[src/rtl/result_to_display.sv]
// result_to_display
//   Converts a 27-bit unsigned binary result into eight BCD digits using a
//   serial double-dabble loop, then writes the digits to the display stage
//   one position per cycle, from units (pos 0) up to the most significant
//   digit (pos 7). If the value is above 99_999_999, the conversion is skipped
//   and eight zeros are written with ovf raised.
//
// Ports
//   clock  : single clock, rising edge
//   reset  : asynchronous, active-low reset
//   start  : convert/display request, sampled only while idle
//   value  : unsigned binary result to display (27 bits)
//   busy   : high whenever the block is not idle
//   done   : one-cycle pulse after the last digit write
//   ovf    : value exceeded eight decimal digits; held until the next start
//   dig    : BCD digit being written, 0 when not writing
//   pos    : digit position being written, IDLE_POS when not writing
module result_to_display #(
  parameter logic [3:0] IDLE_POS = 4'd15
) (
  input  logic        clock,
  input  logic        reset,
  input  logic        start,
  input  logic [26:0] value,
  output logic        busy,
  output logic        done,
  output logic        ovf,
  output logic [3:0]  dig,
  output logic [3:0]  pos
);

  typedef enum logic [1:0] {
    IDLE  = 2'd0,
    CONV  = 2'd1,
    WRITE = 2'd2
  } state_t;

  localparam logic [26:0] MAX_DEC   = 27'd99_999_999;
  localparam logic [4:0]  LAST_STEP = 5'd26;
  localparam logic [2:0]  LAST_IDX  = 3'd7;

  state_t      state;
  state_t      state_nxt;
  logic [26:0] bin;
  logic [31:0] bcd;
  logic [4:0]  step;
  logic [2:0]  idx;
  logic        value_ovf;

  // Add 3 to every nibble that is 5 or more, so the following left shift
  // carries correctly into the next decimal digit.
  function automatic logic [31:0] dabble_adjust(input logic [31:0] b);
    logic [31:0] r;
    r = b;
    for (int i = 0; i < 8; i++) begin
      if (b[4*i +: 4] >= 4'd5)
        r[4*i +: 4] = b[4*i +: 4] + 4'd3;
    end
    return r;
  endfunction

  assign value_ovf = (value > MAX_DEC);

  always_ff @(posedge clock or negedge reset) begin
    if (!reset)
      state <= IDLE;
    else
      state <= state_nxt;
  end

  always_comb begin
    state_nxt = state;
    case (state)
      IDLE:    if (start) state_nxt = value_ovf ? WRITE : CONV;
      CONV:    if (step == LAST_STEP) state_nxt = WRITE;
      WRITE:   if (idx == LAST_IDX) state_nxt = IDLE;
      default: state_nxt = IDLE;
    endcase
  end

  always_ff @(posedge clock or negedge reset) begin
    if (!reset) begin
      bin  <= '0;
      bcd  <= '0;
      step <= '0;
      idx  <= '0;
      ovf  <= 1'b0;
      done <= 1'b0;
    end else begin
      done <= (state == WRITE) && (idx == LAST_IDX);
      case (state)
        IDLE: begin
          if (start) begin
            bin  <= value;
            bcd  <= '0;
            step <= '0;
            idx  <= '0;
            ovf  <= value_ovf;
          end
        end
        CONV: begin
          // One double-dabble step: adjust, then shift {bcd, bin} left.
          {bcd, bin} <= {dabble_adjust(bcd), bin} << 1;
          step       <= step + 5'd1;
        end
        WRITE: begin
          idx <= idx + 3'd1;
        end
        default: ;
      endcase
    end
  end

  // Outputs come from registered state only; start/value never reach them.
  always_comb begin
    busy = (state != IDLE);
    dig  = 4'd0;
    pos  = IDLE_POS;
    if (state == WRITE) begin
      pos = {1'b0, idx};
      dig = bcd[{idx, 2'b00} +: 4];
    end
  end

endmodule

[config.mk]
export PLATFORM = sky130hd
export DESIGN_NAME = result_to_display
export DESIGN_NICKNAME = d
export VERILOG_FILES = /design/src/rtl/result_to_display.sv
export SDC_FILE = /design/constraint.sdc
export NUM_CORES = 1
export LEC_CHECK = 0
export BUFFER_PORTS_ARGS = -buffer_cell sky130_fd_sc_hd__buf_2
export CAP_MARGIN = 20
export CORE_ASPECT_RATIO = 0.9
export CORE_MARGIN = 3
export CORE_UTILIZATION = 64
export DETAILED_ROUTE_END_ITERATION = 7
export GPL_ROUTABILITY_DRIVEN = 1
export PLACE_DENSITY = 0.95
export SLEW_MARGIN = 5
export SYNTH_ARGS = -nofsm -noshare
export SYNTH_HDL_FRONTEND = slang
export SYNTH_SLANG_ARGS = --single-unit
[constraint.sdc]
create_clock -name clock -period 4.7 [get_ports clock]
set_clock_uncertainty 0.2 [all_clocks]
set_input_delay 0.235 -clock clock [delete_from_list [all_inputs] [get_ports clock]]
set_output_delay 0.235 -clock clock [all_outputs]
set_load 0.01 [all_outputs]
# Word-level counts from Yosys, hierarchy flattened
# Cells that the tools add are included.
dict set report op_classes {
  shift 1
  addsub 10
  eq_ne 7
  magnitude_cmp 9
  muxes 23
  reduce_logical 9
}
# operator n
set op_table {}
lappend op_table {{one-hot mux 32 bit (2 select lines)} 1}
lappend op_table {{one-hot mux 27 bit (2 select lines)} 1}
lappend op_table {{two-way mux 4 bit} 9}
lappend op_table {{greater-or-equal comparator 4 x 3 -> 1 bit, second input constant} 8}
lappend op_table {{two-way mux 32 bit} 1}
lappend op_table {{indexed part select 32 x 6 -> 4 bit} 1}
lappend op_table {{adder 4 x 2 -> 4 bit, second input constant} 7}
lappend op_table {{greater-than comparator 27 bit, second input constant} 1}
lappend op_table {{two-way mux 27 bit} 1}
lappend op_table {{one-hot mux 5 bit (2 select lines)} 1}
lappend op_table {{two-way mux 2 bit} 4}
lappend op_table {{two-way mux 3 bit} 2}
lappend op_table {{one-hot mux 2 bit (3 select lines)} 1}
lappend op_table {{one-hot mux 3 bit (2 select lines)} 1}
lappend op_table {{AND reduction 2 bit} 3}
lappend op_table {{nonzero test 2 bit} 3}
lappend op_table {{adder 5 x 1 -> 5 bit, second input constant} 1}
lappend op_table {{equality test 5 bit, second input constant} 1}
lappend op_table {{two-way mux 5 bit} 1}
lappend op_table {{!= test 2 bit, second input constant} 2}
lappend op_table {{adder 3 x 1 -> 3 bit, second input constant} 1}
lappend op_table {{adder 3 x 2 -> 3 bit, second input constant} 1}
lappend op_table {{equality test 3 bit, second input constant} 1}
lappend op_table {{AND reduction 3 bit} 1}
lappend op_table {{other kinds (5)} 5}
dict set report word_totals {
  input_bits 30
  out_inout_bits 11
  register_bits 71
  elab_cells 66
}

# Longest topological paths before layout
dict set report depth {
  depth_word 4
  depth_mapped 7
  depth_no_buf 6
}

# Least setup slack after synthesis
# No wires, ideal clock.
dict set report synth_timing {
  path_kind {flip-flop to flip-flop}
  from {reg bcd[16]}
  to {reg bcd[18]}
  stages_incl_launch_ff 7
  t_required_ps 4417
  setup_slack_ps 2969
  setup_ps 83
  path_buffers 0
  period_less_slack_ps 1731
  arrival_time_ps 1448
  path_cell_list {dfrtp_1 > inv_1 > ha_1 > nand2b_1 > a21oi_1 > mux2_2 > o21ai_0}
}
dict set report synth_via {
  elab_chain_cells 3
  word_cells_on_any_way 4
  classes_between {add/sub (1); order compare (1); mux (2)}
}
# element line
set synth_lines {}
lappend synth_lines {{start, declared} 45} ;# logic [31:0] bcd;
lappend synth_lines {{start signal, assigned} 103} ;# {bcd, bin} <= {dabble_adjust(bcd), bin} << 1;
lappend synth_lines {{adder 4 x 2 -> 4 bit / greater-or-equal comparator 4 x 3 -> 1 bit (equally long branches)} {57, 56}}
lappend synth_lines {{two-way mux 4 bit *} 56} ;# if (b[4*i +: 4] >= 4'd5)
lappend synth_lines {{one-hot mux 32 bit (2 select lines) *} 91} ;# case (state)
# Mark *: on every way between the ends. The rest lies on a longest branch, timed or not.
# A chain may end at the register's enable or synchronous reset.

# Worst setup path in the final report
dict set report layout_timing {
  from {in start}
  to {reg bin[7]}
}
dict set report layout_via {
  elab_chain_cells 2
}
# element line
set layout_lines {}
lappend layout_lines {{start, declared} 23} ;# input logic start,
lappend layout_lines {{!= test 2 bit (no source line)} -}
lappend layout_lines {{AND reduction 2 bit (no source line)} -}
lappend layout_lines {{end signal, assigned} 94} ;# bin <= value;
lappend layout_lines {{end signal, assigned} 103}
lappend layout_lines {{end, declared} 44} ;# logic [26:0] bin;
# Every way passes these cells.

==> results.toml <==
[setup_path]
startpoint = "start"
cp_num_buf_inv = 3
cp_max_fo = 53
cp.arrival_ns = 2.59
crit_family = "buffers and inverters"
reg2reg_depth = 4
end_kind = "flip-flop"
crit_end = "bin[7]"
crit_slowest_cell = "nor2_4"
critPathLaunchType = "primary input"
reg2reg_to = "bin[7]"
worstReg2RegStart = "state[1]"
reg2reg_setup_slack_ns = 2.28
critPathMostFrequentCell = "nor2_1"
crit_cells = 7
crit_type = "primary input to flip-flop"
cpPeakStageDelay_ns = 0.56
path_cells = "dlygate4sd3_1 -> buf_2 -> nor2_1 -> nor2_4 -> buf_4 -> nor2_1 -> a31oi_1"
required_ns = 4.75

[timing]
maxSlewViolCount = 0
slew_headroom_pct = 51.1
tightest_slew_ns = 0.734
fmax_ghz = 0.395
hold_violations = 0
grt_setup_unrepaired = "false"
setup_viol = 0
setup_ws_ns = 2.17
fin_setup_tns_ns = 0
fin_crit_ns = 2.53
fin_crit_sh_pct = 53.9

[cts]
worstSkewPairLatency_ns = 0.36
cts_max_level = 3
cts_tree = "built"
clockRootBuffer = "clkbuf_8"
cts_sinks = 71
cts_made_buffers = 9
clockBufferDepth = 2
path_clk_slew_ns = 0.10
cts_resized = 0

[yosys]
synth_top_cells_by_count = "dfrtp_1 (71), nand2_1 (71), nor2_1 (36), a31oi_1 (26), inv_1 (22)"
synth.avg_cell_area_sq_um = 9.79
synth_warnings = 0
synth_edf_count = 0
synthTopCellsByArea = "dfrtp_1 (45%), nand2_1 (6.7%), ha_1 (6.3%)"
yosys.area.top_type = "dfrtp_1"
syn_nets = 456
synth_cells = 406
synth-async-reset-ratio_pct = 100
ys.flop_type = "dfrtp_1"
syn_area_sq_um = 3980
yosysSeqAreaShare_pct = 44.7
synth_cell_types = 38
yosys_register_bits = 71
synth_top_area_share_pct = 44.7

[die]
core_sq_um = 5860
initial_core_util_pct = 67.9
io_pins = 41
die_w_um = 89.1
dieArea_sq_um = 7190
die_h_um = 80.8
rows = 26

[hold_path]
hold_path.class = "primary input to flip-flop"

[final_layout]
final_nets = 514
drive_above_1_share_pct = 18.1
area_delta_synth_final_pct = 16.5
post-route-cell-area_sq_um = 4630

[routing]
vias = 3509
viasPerCell = 6.50
drc = 0
drt_first_pass_iters = 5
totalWireLength_um = 10500
wl_per_cell_um = 19.4
drtIter0Drc = 268
ant_nets = 0

[power_and_ir_drop]
p_int_w = 0.00133
powerDensity_nw_per_um2 = 499
power_w = 0.00231
switching_share_pct = 42.5
share_comb_of_total_power_pct = 38.5
power_frac_seq_pct = 41.2
power_switching_w = 0.000984
cellLeakagePower_nw = 2.05
peakVddDrop_mv = 0.399
p_clk_share_pct = 20.2

[global_route]
grt_pass1_wl_um = 16900
grt_max_degree = 54
grt_overflow = 0
antenna_found_initial = 1
grt_usage_pct = 31.4
grt_pass1_vias = 3488

[placed_design]
place_area_sq_um = 4170
place_ws_ns = 2.52
port-buffer-count = 40
gp_congestion = 0.874
place_hpwl_um = 6040

[job]
cap_violations = 0

[outcome]
status = "complete, no violations"
## registers in the layout (all words and copies together), names as in the netlist
| register | count |
|---|---|
| step | 5 |
| bcd | 32 |
| bin | 27 |
| state | 2 |
| ovf | 1 |
| done | 1 |
| idx | 3 |
## metrics by stage
step / instances / hold slack, ns / utilization (%)
finish: 540 / 0.0747 / 79.1
floorplan: 406 / -0.261 / -
global route: 540 / 0.177 / 79.1
detailed placement: 495 / 0.131 / 71.1
CTS: 539 / 0.0712 / 79.1
global placement: 494 / 0.134 / 70.8
## cell type report
| class | count | area (sq um) |
|---|---|---|
| inverter | 22 | 82.6 |
| sequential | 71 | 1780 |
| fill | 337 | 1220 |
| timing repair buffer | 72 | 523 |
| clock inverter | 6 | 46.3 |
| tap | 70 | 87.6 |
| multi-input combinational | 288 | 1980 |
| clock buffer | 10 | 138 |
| antenna | 1 | 2.50 |
## worst min-delay path by stage
| stage | startpoint | to | slack (ns) | depth (start not counted) |
|---|---|---|---|---|
| final | value[0] | bin[0] | 0.07 | 5 |
| after floorplan | reset | bcd[0] | -0.26 | 0 |
| after detailed placement | reset | bin[5] | 0.13 | 1 |
| after CTS | value[0] | bin[0] | 0.07 | 5 |
| after global routing | value[0] | bin[0] | 0.18 | 5 |
| after global placement | reset | bin[5] | 0.13 | 1 |
## kinds of logic (layout without fill, tap and decap cells)
kind of cell | count (synthesis) | after routing | share of synthesized area [%]
other cells | 0 | 1 | 0
xor+xnor | 17 | 17 | 3.75
buf+inv | 47 | 110 | 5.85
fa+ha+maj | 20 | 20 | 6.30
compound gates | 100 | 100 | 17.8
mux | 20 | 20 | 7.71
flops | 71 | 71 | 44.7
simple gates | 131 | 131 | 13.9
## repair_timing
action | CTS | global route
hold buffers | 28 | 0
buffers inserted | 0 | 0
hold endpoints to repair | 60 | 0
## power by group through the flow
stage | Combinational, W | Sequential, W | Clock (W)
2_1_floorplan | 0.000721 | 0.000872 | 0
5_1_grt | 0.000974 | 0.000976 | 0.000495
3_5_place_dp | 0.000828 | 0.000952 | 0
4_1_cts | 0.000855 | 0.000942 | 0.000459
6_report | 0.000892 | 0.000954 | 0.000468
3_3_place_gp | 0.000773 | 0.000935 | 0
## worst reg2reg max path, delay by kind of cell (launching register included)
family          cells  cell delay, ns
simple gates        2            0.75
flops               1            0.51
buf+inv             1            0.55
compound gates      1            0.30
## cell usage in the layout (no fill, tap or decap), types with 5 or more instances in the layout
cell | synthesis | routed
nand2_1 | 71 | 71
dfrtp_1 | 71 | 71
buf_2 | 18 | 40
nor2_1 | 36 | 36
dlygate4sd3_1 | 0 | 28
a31oi_1 | 26 | 26
inv_1 | 22 | 22
ha_1 | 20 | 20
o21ai_0 | 17 | 17
nand2b_1 | 12 | 11
a21oi_1 | 10 | 10
clkbuf_8 | 0 | 10
a32o_1 | 9 | 9
xor2_1 | 9 | 9
mux4_2 | 8 | 8
o31ai_2 | 8 | 8
xnor2_1 | 8 | 8
o22ai_1 | 8 | 8
mux2i_1 | 7 | 7
o32ai_1 | 7 | 7
o21ai_1 | 5 | 5
a22o_1 | 5 | 5
mux2_2 | 5 | 5
## layer usage
layer / track usage [%] / vias to the layer above / share of wire, %
met1: 36.1 / 1724 / 38
li1: - / 1549 / -
met5: 0 / - / 0
met2: 54.7 / 187 / 51
met3: 7.91 / 49 / 7.0
met4: 15.0 / 0 / 4.8
Note: power is estimated with default switching activity, not from simulation.
